## src/rtl/lfsr_rng_param.sv

```systemverilog
// Galois LFSR random-number source with a bounded-draw output register and
// valid/ready handshake, plus a wrapping count of completed handshakes.
module lfsr_rng_param #(
  parameter int unsigned      WIDTH = 16,
  parameter int unsigned      OUT_W = 4,
  parameter logic [WIDTH-1:0] TAPS  = 16'hB400
) (
  input  logic             clk,
  input  logic             clr_n,
  input  logic             en,
  input  logic             seed_load,
  input  logic [WIDTH-1:0] seed,
  input  logic [OUT_W-1:0] bound,
  input  logic             rand_ready,
  output logic             rand_valid,
  output logic [OUT_W-1:0] rand_out,
  output logic [WIDTH-1:0] lfsr_state,
  output logic [15:0]      draw_cnt
);

  if (WIDTH < 4 || WIDTH > 32) begin : g_bad_width
    $error("lfsr_rng_param: WIDTH must be within 4..32");
  end
  if (OUT_W < 1 || OUT_W > WIDTH) begin : g_bad_out_w
    $error("lfsr_rng_param: OUT_W must be within 1..WIDTH");
  end
  if (TAPS[WIDTH-1] != 1'b1) begin : g_bad_taps
    $error("lfsr_rng_param: TAPS must have its top bit set");
  end

  localparam logic [WIDTH-1:0] STATE_ONE = {{(WIDTH-1){1'b0}}, 1'b1};

  logic [WIDTH-1:0] state_q;
  logic [WIDTH-1:0] state_d;
  logic [WIDTH-1:0] galois_next;
  logic [WIDTH-1:0] seed_safe;
  logic [OUT_W-1:0] cand;
  logic             cand_ok;
  logic             out_open;
  logic             capture;
  logic             handshake;
  logic             valid_d;
  logic [OUT_W-1:0] out_d;

  assign galois_next = (state_q >> 1) ^ (state_q[0] ? TAPS : '0);
  assign seed_safe   = (seed == '0) ? STATE_ONE : seed;

  // An all-zero state is a fixed point of the LFSR, so it is escaped even when idle.
  always_comb begin
    state_d = state_q;
    if (seed_load) begin
      state_d = seed_safe;
    end else if (state_q == '0) begin
      state_d = STATE_ONE;
    end else if (en) begin
      state_d = galois_next;
    end
  end

  always_ff @(posedge clk or negedge clr_n) begin
    if (!clr_n) begin
      state_q <= STATE_ONE;
    end else begin
      state_q <= state_d;
    end
  end

  assign cand      = state_q[OUT_W-1:0];
  assign cand_ok   = (bound == '0) || (cand < bound);
  assign out_open  = !rand_valid || rand_ready;
  assign capture   = out_open && en && !seed_load && cand_ok;
  assign handshake = rand_valid && rand_ready;

  // A held value is never re-qualified against bound; only open cycles sample it.
  always_comb begin
    valid_d = rand_valid;
    out_d   = rand_out;
    if (seed_load) begin
      valid_d = 1'b0;
    end else if (capture) begin
      valid_d = 1'b1;
      out_d   = cand;
    end else if (out_open) begin
      valid_d = 1'b0;
    end
  end

  always_ff @(posedge clk or negedge clr_n) begin
    if (!clr_n) begin
      rand_valid <= 1'b0;
      rand_out   <= '0;
    end else begin
      rand_valid <= valid_d;
      rand_out   <= out_d;
    end
  end

  always_ff @(posedge clk or negedge clr_n) begin
    if (!clr_n) begin
      draw_cnt <= '0;
    end else if (handshake) begin
      draw_cnt <= draw_cnt + 16'd1;
    end
  end

  assign lfsr_state = state_q;

endmodule

```

## config.mk

```make
export PLATFORM = sky130hd
export DESIGN_NAME = lfsr_rng_param
export DESIGN_NICKNAME = d
export VERILOG_FILES = /design/src/rtl/lfsr_rng_param.sv
export SDC_FILE = /design/constraint.sdc
export NUM_CORES = 1
export LEC_CHECK = 0
export CORE_ASPECT_RATIO = 1.5
export CORE_MARGIN = 1
export CORE_UTILIZATION = 46
export CTS_CLUSTER_SIZE = 16
export DETAILED_ROUTE_END_ITERATION = 8
export GPL_ROUTABILITY_DRIVEN = 0
export PLACE_DENSITY = 0.8
export SETUP_SLACK_MARGIN = 0.2
export SYNTH_ARGS = -nofsm -noshare
export SYNTH_HDL_FRONTEND = slang
export SYNTH_SLANG_ARGS = --single-unit
```

## constraint.sdc

```tcl
create_clock -name clk -period 1.96 [get_ports clk]
set_clock_uncertainty 0.15 [all_clocks]
set_input_delay 0.392 -clock clk [delete_from_list [all_inputs] [get_ports clk]]
set_output_delay 0.392 -clock clk [all_outputs]
set_load 0.03 [all_outputs]
```

==> results.md, run 1 <==
* Result of the run: finished with violations
* Failing checks: negative hold slack
* Count of synthesis-stage warnings from yosys at 0
* Top cells by count, synth: dfrtp_1, nand2_1, o21ai_0
* Average instance area after synthesis at 11.18 µm²
* Slew Limit Headroom at 0.6902
* Power per Cell Area at 811.2 nW/µm²
* Longest individual stage delay on the worst path at 0.57 ns
* Number of pins with negative max-slew slack in the final report at 0
* Number of nets in the layout at 286
* Critical setup path kind: input pin to flop
* Area growth syn-to-layout at 54.63%
* Design Power at 2.356 mW
* Post-synth EDFFs at 0
* Critical Path Source Type: input pin
* Number of antenna violations at the first check in global routing at 0
* IO buf count at 61
* Min Hold Slack at -0.008774 ns
* Fraction of synthesis flops using an asynchronous set or reset pin at 1.000
* Clock buffer count from CTS at 5
* Post-synthesis instance area at 1878 µm²
* Maximum number of pins on one net before global-route repair at 38
* Post-CTS Hold Fix Bufs at 0
* Clock latency on the worst-skew pair at 0.28 ns
* Vias after detailed routing at 1707
* Clock-pin slew of the registers on the worst-case setup and hold paths at 0.07 ns
* Final non-filler cell area at 2904 µm²
* Family with the most delay on the worst path: simple AND/OR/NAND/NOR gates
* Register bit count reported by yosys at 37
* Top-count cell post-synth: dfrtp_1
* Clock sink count at 37
* Clock network fraction of design power at 0.213
* Aggregate global routing overflow at 0
* Number of instances in the synthesized netlist at 168
* DRT antenna net count at 0
* IO Pins at 62
* Slowest stage cell, crit path: or4_4
* Leak at 1.317 nW
* First-pass GRT wire length at 8107 µm
* Cell-by-cell trace of the critical path: dlygate4sd2_1 -> or4_4 -> a21oi_2 -> buf_4 -> mux2_4
* Number of distinct library cells after synthesis at 34
* Largest area contributor in the netlist: dfrtp_1
* TritonCTS clock tree: done
* Net switching power of the design at 851.3 µW
* Switching part of the total at 0.3614
* Predominant post-synthesis flop cell: dfrtp_1
* Number of levels the H-tree was split into at 2
* Die width at 54.17 µm
* Worst-path maximum fanout at 3
* Sequential fraction of the synthesis area at 0.4937
* Maximum capacitance violations at 0
* Effective utilization at floorplan at 0.4786
* Transition time of the tightest slew-check pin at 0.4646 ns
* Nature of the critical path endpoint: flop
* Final-report hold violation count at 17
* Count of final setup violators at 0
* Layout filler cell count at 295
* Gate power share at 0.354
* Antenna diode count at 0
* Setup repair after global routing missed its margin: true
* Drt first-iter violations at 31
* Placed Cells at 286
* Final total negative setup slack at 0 ns
* Max clock buf depth at 2
* Peak ir drop on the vdd network at 0.0006263 V
* Total die area at 4347 µm²
* Total GRT Usage at 0.2539
* Post-placement cell area at 2675 µm²
* Number of standard cells in the layout, taps in and fillers out at 303
* Fraction of final layout cells with drive strength greater than 1 at 0.3062
* Buffer and inverter count on the worst path at 2
* Synthesized net count at 197
* Clock root buffer: clkbuf_8
* Number of DRC violations after detailed routing at 0
* Count of standard-cell rows at 28
* Post-layout minimum cycle time at 1.885 ns
* Largest cells by area after synthesis: dfrtp_1, a2bb2oi_2, xnor2_1, nand2_1, o21ai_0
* DR WL/cell at 16.54 µm
* Number of detailed-route iterations in the first pass at 4
* Max frequency at 530.4 MHz
* Routed vias/inst at 5.634
* Vias in the first global route at 1804
* Arrival time at the worst endpoint at 1.90 ns
* Cell internal pwr at 1.504 mW
* Final core area utilization at 0.7401
* Portion of synthesized cell area occupied by the leading cell type at 0.4797
* Final HPWL DP at 3453 µm
* Die H at 80.26 µm
* HP Class: input pin to async pin
* Final Routed Wirelength at 5011 µm
* Required time of the critical path at 1.98 ns
* Placeable core area at 3924 µm²
* Final cycle utilization of the critical path at 0.9619
* Sequential cell fraction of total power at 0.434
flip-flops by register name, summed over array words and instances, names as in the netlist:
signal	count
draw_cnt	16
rand_valid	1
rand_out	4
lfsr_state	16
layer usage:
| metal | share of wire | global-route usage | vias up |
|---|---|---|---|
| li1 | - | - | 788 |
| met1 | 0.40 | 0.2920 | 825 |
| met2 | 0.52 | 0.4354 | 75 |
| met3 | 0.050 | 0.05114 | 19 |
| met4 | 0.030 | 0.1077 | 0 |
| met5 | 0 | 0 | - |
worst reg2reg max path, stage by stage (launching register included):
cell and delay (ns):
dfrtp_2 0.44, ha_4 0.21, o211ai_1 0.20, o21ai_2 0.10, a21oi_2 0.19, buf_4 0.17, mux2_4 0.30
cells in the final DEF (no fill, tap or decap), drive strengths merged, types with 7 or more instances in the layout:
master	instances
a2bb2oi	15
buf	28
clkbuf	7
clkdlybuf4s50	19
dfrtp	36
dlygate4sd2	40
nand2	25
nand3	7
nor4	10
o21ai	16
xnor2	13
power by group through the flow:
stage	registers, mW	logic, mW	clock network [mW]
finish	1.02	0.833	0.501
global route	1.04	0.890	0.558
CTS	1.01	0.794	0.515
detailed placement	1.03	0.813	0
global placement	1.02	0.799	0
floorplan	1.22	0.241	0
area by class of cell:
type,instances,area (µm²),area share
clock buffer,6,72.57,0.02499
clock inverter,2,10.01,0.003447
inverter,5,18.77,0.006463
multi-input combinational,120,1042,0.3589
sequential,37,930.9,0.3206
tap,45,56.30,0.01939
timing repair buffer,88,773.2,0.2663
logic make-up (layout without fill, tap and decap cells):
family | count (synthesis) | count (layout) | synth area share
XOR/XNOR | 18 | 18 | 0.08394
AND/OR/NAND/NOR | 54 | 54 | 0.1506
AO/OA/AOI/OAI | 39 | 39 | 0.1832
adder cells (fa/ha/maj) | 4 | 4 | 0.02665
buffers and inverters | 11 | 101 | 0.03197
multiplexers | 5 | 5 | 0.02998
flip-flops | 37 | 37 | 0.4937
through the flow:
step | worst slack, ns | hold WS, ns
after global placement | -0.3219 | 0.3099
after detailed placement | -0.3582 | 0.3117
final | 0.07466 | -0.008774
after CTS | 0.09715 | 0.01405
after global routing | 0.04704 | 0.02410
after floorplan | 0.1581 | -0.05359
path summary, 6_finish.rpt:
kind,startpoint,end,slack (ns),depth (start not counted)
setup / recovery,bound[3],rand_out[0],0.07,5
hold / removal,clr_n,lfsr_state[3],-0.009,2
setup reg to reg,lfsr_state[1],rand_out[0],0.08,6
hold reg to reg,draw_cnt[15],draw_cnt[15],0.31,1
max in group asynchronous,clr_n,lfsr_state[0],1.31,2
min in group clk,draw_cnt[15],draw_cnt[15],0.31,1
what timing repair did:
item / 4_1_cts / 5_1_grt
setup buffers: 8 / 1
hold endpoints to repair: 0 / 0
pin swaps: 8 / 7
gates resized for setup: 53 / 15
setup endpoints to repair: 58 / 22
No activity file was read; power rests on OpenSTA's default activity.
==> run 2, diff against run 1 <==
--- a/config.mk
+++ b/config.mk
@@ -11,7 +11,7 @@
 export CTS_CLUSTER_SIZE = 16
 export DETAILED_ROUTE_END_ITERATION = 8
 export GPL_ROUTABILITY_DRIVEN = 0
-export PLACE_DENSITY = 0.8
+export PLACE_DENSITY_LB_ADDON = 0.08
 export SETUP_SLACK_MARGIN = 0.2
 export SYNTH_ARGS = -nofsm -noshare
 export SYNTH_HDL_FRONTEND = slang
==> results.md, run 2 (synthesized netlist as in run 1, its figures left out) <==
* Critical setup path kind: flop to flop
* Effective utilization at floorplan at 0.4786
* Post-layout minimum cycle time at 1.817 ns
* Number of nets in the layout at 286
* Routed vias/inst at 5.650
* Arrival time at the worst endpoint at 1.84 ns
* Clock sink count at 37
* Power per Cell Area at 813.6 nW/µm²
* Sequential cell fraction of total power at 0.425
* Antenna diode count at 0
* First-pass GRT wire length at 8052 µm
* Setup repair after global routing missed its margin: true
* Vias in the first global route at 1741
* Clock root buffer: clkbuf_8
* Storage element area at 930.9 µm²
* IO buf count at 61
* Number of standard cells in the layout, taps in and fillers out at 303
* Area taken by multi-input logic gates at 1049 µm²
* Transition time of the tightest slew-check pin at 0.6174 ns
* Peak ir drop on the vdd network at 0.0008403 V
* Max clock buf depth at 2
* Clock buffer count from CTS at 5
* Vias after detailed routing at 1712
* Number of levels the H-tree was split into at 2
* Number of antenna violations at the first check in global routing at 0
* TritonCTS clock tree: done
* Final HPWL DP at 3663 µm
* Fraction of final layout cells with drive strength greater than 1 at 0.3178
* Layout filler cell count at 289
* Number of detailed-route iterations in the first pass at 5
* DRT antenna net count at 0
* Clock-pin slew of the registers on the worst-case setup and hold paths at 0.07 ns
* Aggregate global routing overflow at 0
* Most frequent cells in the layout: dlygate4sd2_1, dfrtp_1, nand2_1
* HP Class: flop to flop
* Final cycle utilization of the critical path at 0.9268
* Net switching power of the design at 880.8 µW
* Required time of the critical path at 1.98 ns
* Placeable core area at 3924 µm²
* Slew Limit Headroom at 0.5884
* Worst-path maximum fanout at 4
* Number of DRC violations after detailed routing at 0
* Leak at 1.326 nW
* Total GRT Usage at 0.2564
* Placed Cells at 283
* Die H at 80.26 µm
* Total die area at 4347 µm²
* Clock network fraction of design power at 0.221
* Max frequency at 550.5 MHz
* Clock latency on the worst-skew pair at 0.29 ns
* Cell internal pwr at 1.504 mW
* Gate power share at 0.354
* Count of standard-cell rows at 28
* Number of pins with negative max-slew slack in the final report at 0
* Final-report hold violation count at 0
* Design Power at 2.385 mW
* Nature of the critical path endpoint: flop
* Switching part of the total at 0.3693
* DR WL/cell at 17.08 µm
* Final Routed Wirelength at 5174 µm
* Maximum number of pins on one net before global-route repair at 28
* IO Pins at 62
* Drt first-iter violations at 34
* Count of final setup violators at 0
* Most frequent standard cell in the layout excluding fill and tap cells: dlygate4sd2_1
* Result of the run: finished, final reports clean
* Min Hold Slack at 0.3310 ns
* Maximum capacitance violations at 0
* Critical Path Source Type: flop
* Die width at 54.17 µm
* Area growth syn-to-layout at 56.10%
==> run 2: cell types whose count changed in the layout (fill, tap and decap cells not counted), moves of 3 or more <==
| cell | delta |
|---|---|
| o21ai_0 | -5 |
| buf_4 | -7 |
| o21ai_1 | +4 |
| clkbuf_2 | +3 |
| buf_6 | +5 |
| dlygate4sd2_1 | -5 |
==> run 2: worst paths after layout <==
check / start / endpoint / slack [ns] / depth (start not counted)
max: lfsr_state[1] / rand_out[1] / 0.14 / 5
min: draw_cnt[15] / draw_cnt[15] / 0.33 / 1
max reg2reg: lfsr_state[1] / rand_out[1] / 0.14 / 5
min reg2reg: draw_cnt[15] / draw_cnt[15] / 0.33 / 1
max in group asynchronous: clr_n / draw_cnt[9] / 0.56 / 3
min in group asynchronous: clr_n / lfsr_state[11] / 0.50 / 2
==> run 2: area by class of cell <==
| type | count | area share |
|---|---|---|
| Multi-Input combinational cell | 120 | 0.3577 |
| Sequential cell | 37 | 0.3175 |
| Timing Repair Buffer | 88 | 0.2697 |
| Clock buffer | 5 | 0.02347 |
| Tap cell | 45 | 0.01921 |
| Inverter | 5 | 0.006402 |
| Clock inverter | 3 | 0.005975 |
==> run 2: metrics by stage <==
step           utilization  worst slack, ns  cell area [µm²]  setup TNS, ns
5_1_grt             0.7471           0.1032             2932              0
4_1_cts             0.7140          0.09969             2801              0
3_5_place_dp        0.6728          -0.4312             2640         -2.086
2_1_floorplan            -           0.1581             1908              0
6_report            0.7471           0.1434             2932              0
3_3_place_gp        0.6728          -0.3028             2640         -1.488
==> run 2: power groups by stage <==
stage / Combinational [mW] / Sequential, mW / Clock, mW
after global routing: 0.896 / 1.03 / 0.564
after detailed placement: 0.822 / 1.02 / 0
after floorplan: 0.241 / 1.22 / 0
final: 0.843 / 1.01 / 0.528
after global placement: 0.805 / 1.01 / 0
after CTS: 0.802 / 1.00 / 0.539
==> run 2: repair_timing <==
item / 4_1_cts / 5_1_grt
buffers inserted: 7 / 3
pin swaps: 4 / 7
setup endpoints to repair: 58 / 28
gates cloned: 0 / 1
hold endpoints to repair: 25 / 0
hold buffers: 1 / 0
resized for setup: 53 / 32
==> run 2: worst max-delay path, cell delays in order (launching register included) <==
cell and delay (ns):
dfrtp_2 0.45, ha_4 0.21, o211ai_1 0.22, o21ai_2 0.11, a21oi_4 0.23, mux2_4 0.33
==> run 2: metal layers <==
metal | vias to the layer above | GRT usage | wire [µm]
met2 | 53 | 0.4573 | 2898
met1 | 860 | 0.2861 | 2022
met3 | 9 | 0.04735 | 174
met5 | - | 0 | 0
met4 | 0 | 0.09744 | 79
li1 | 790 | - | -
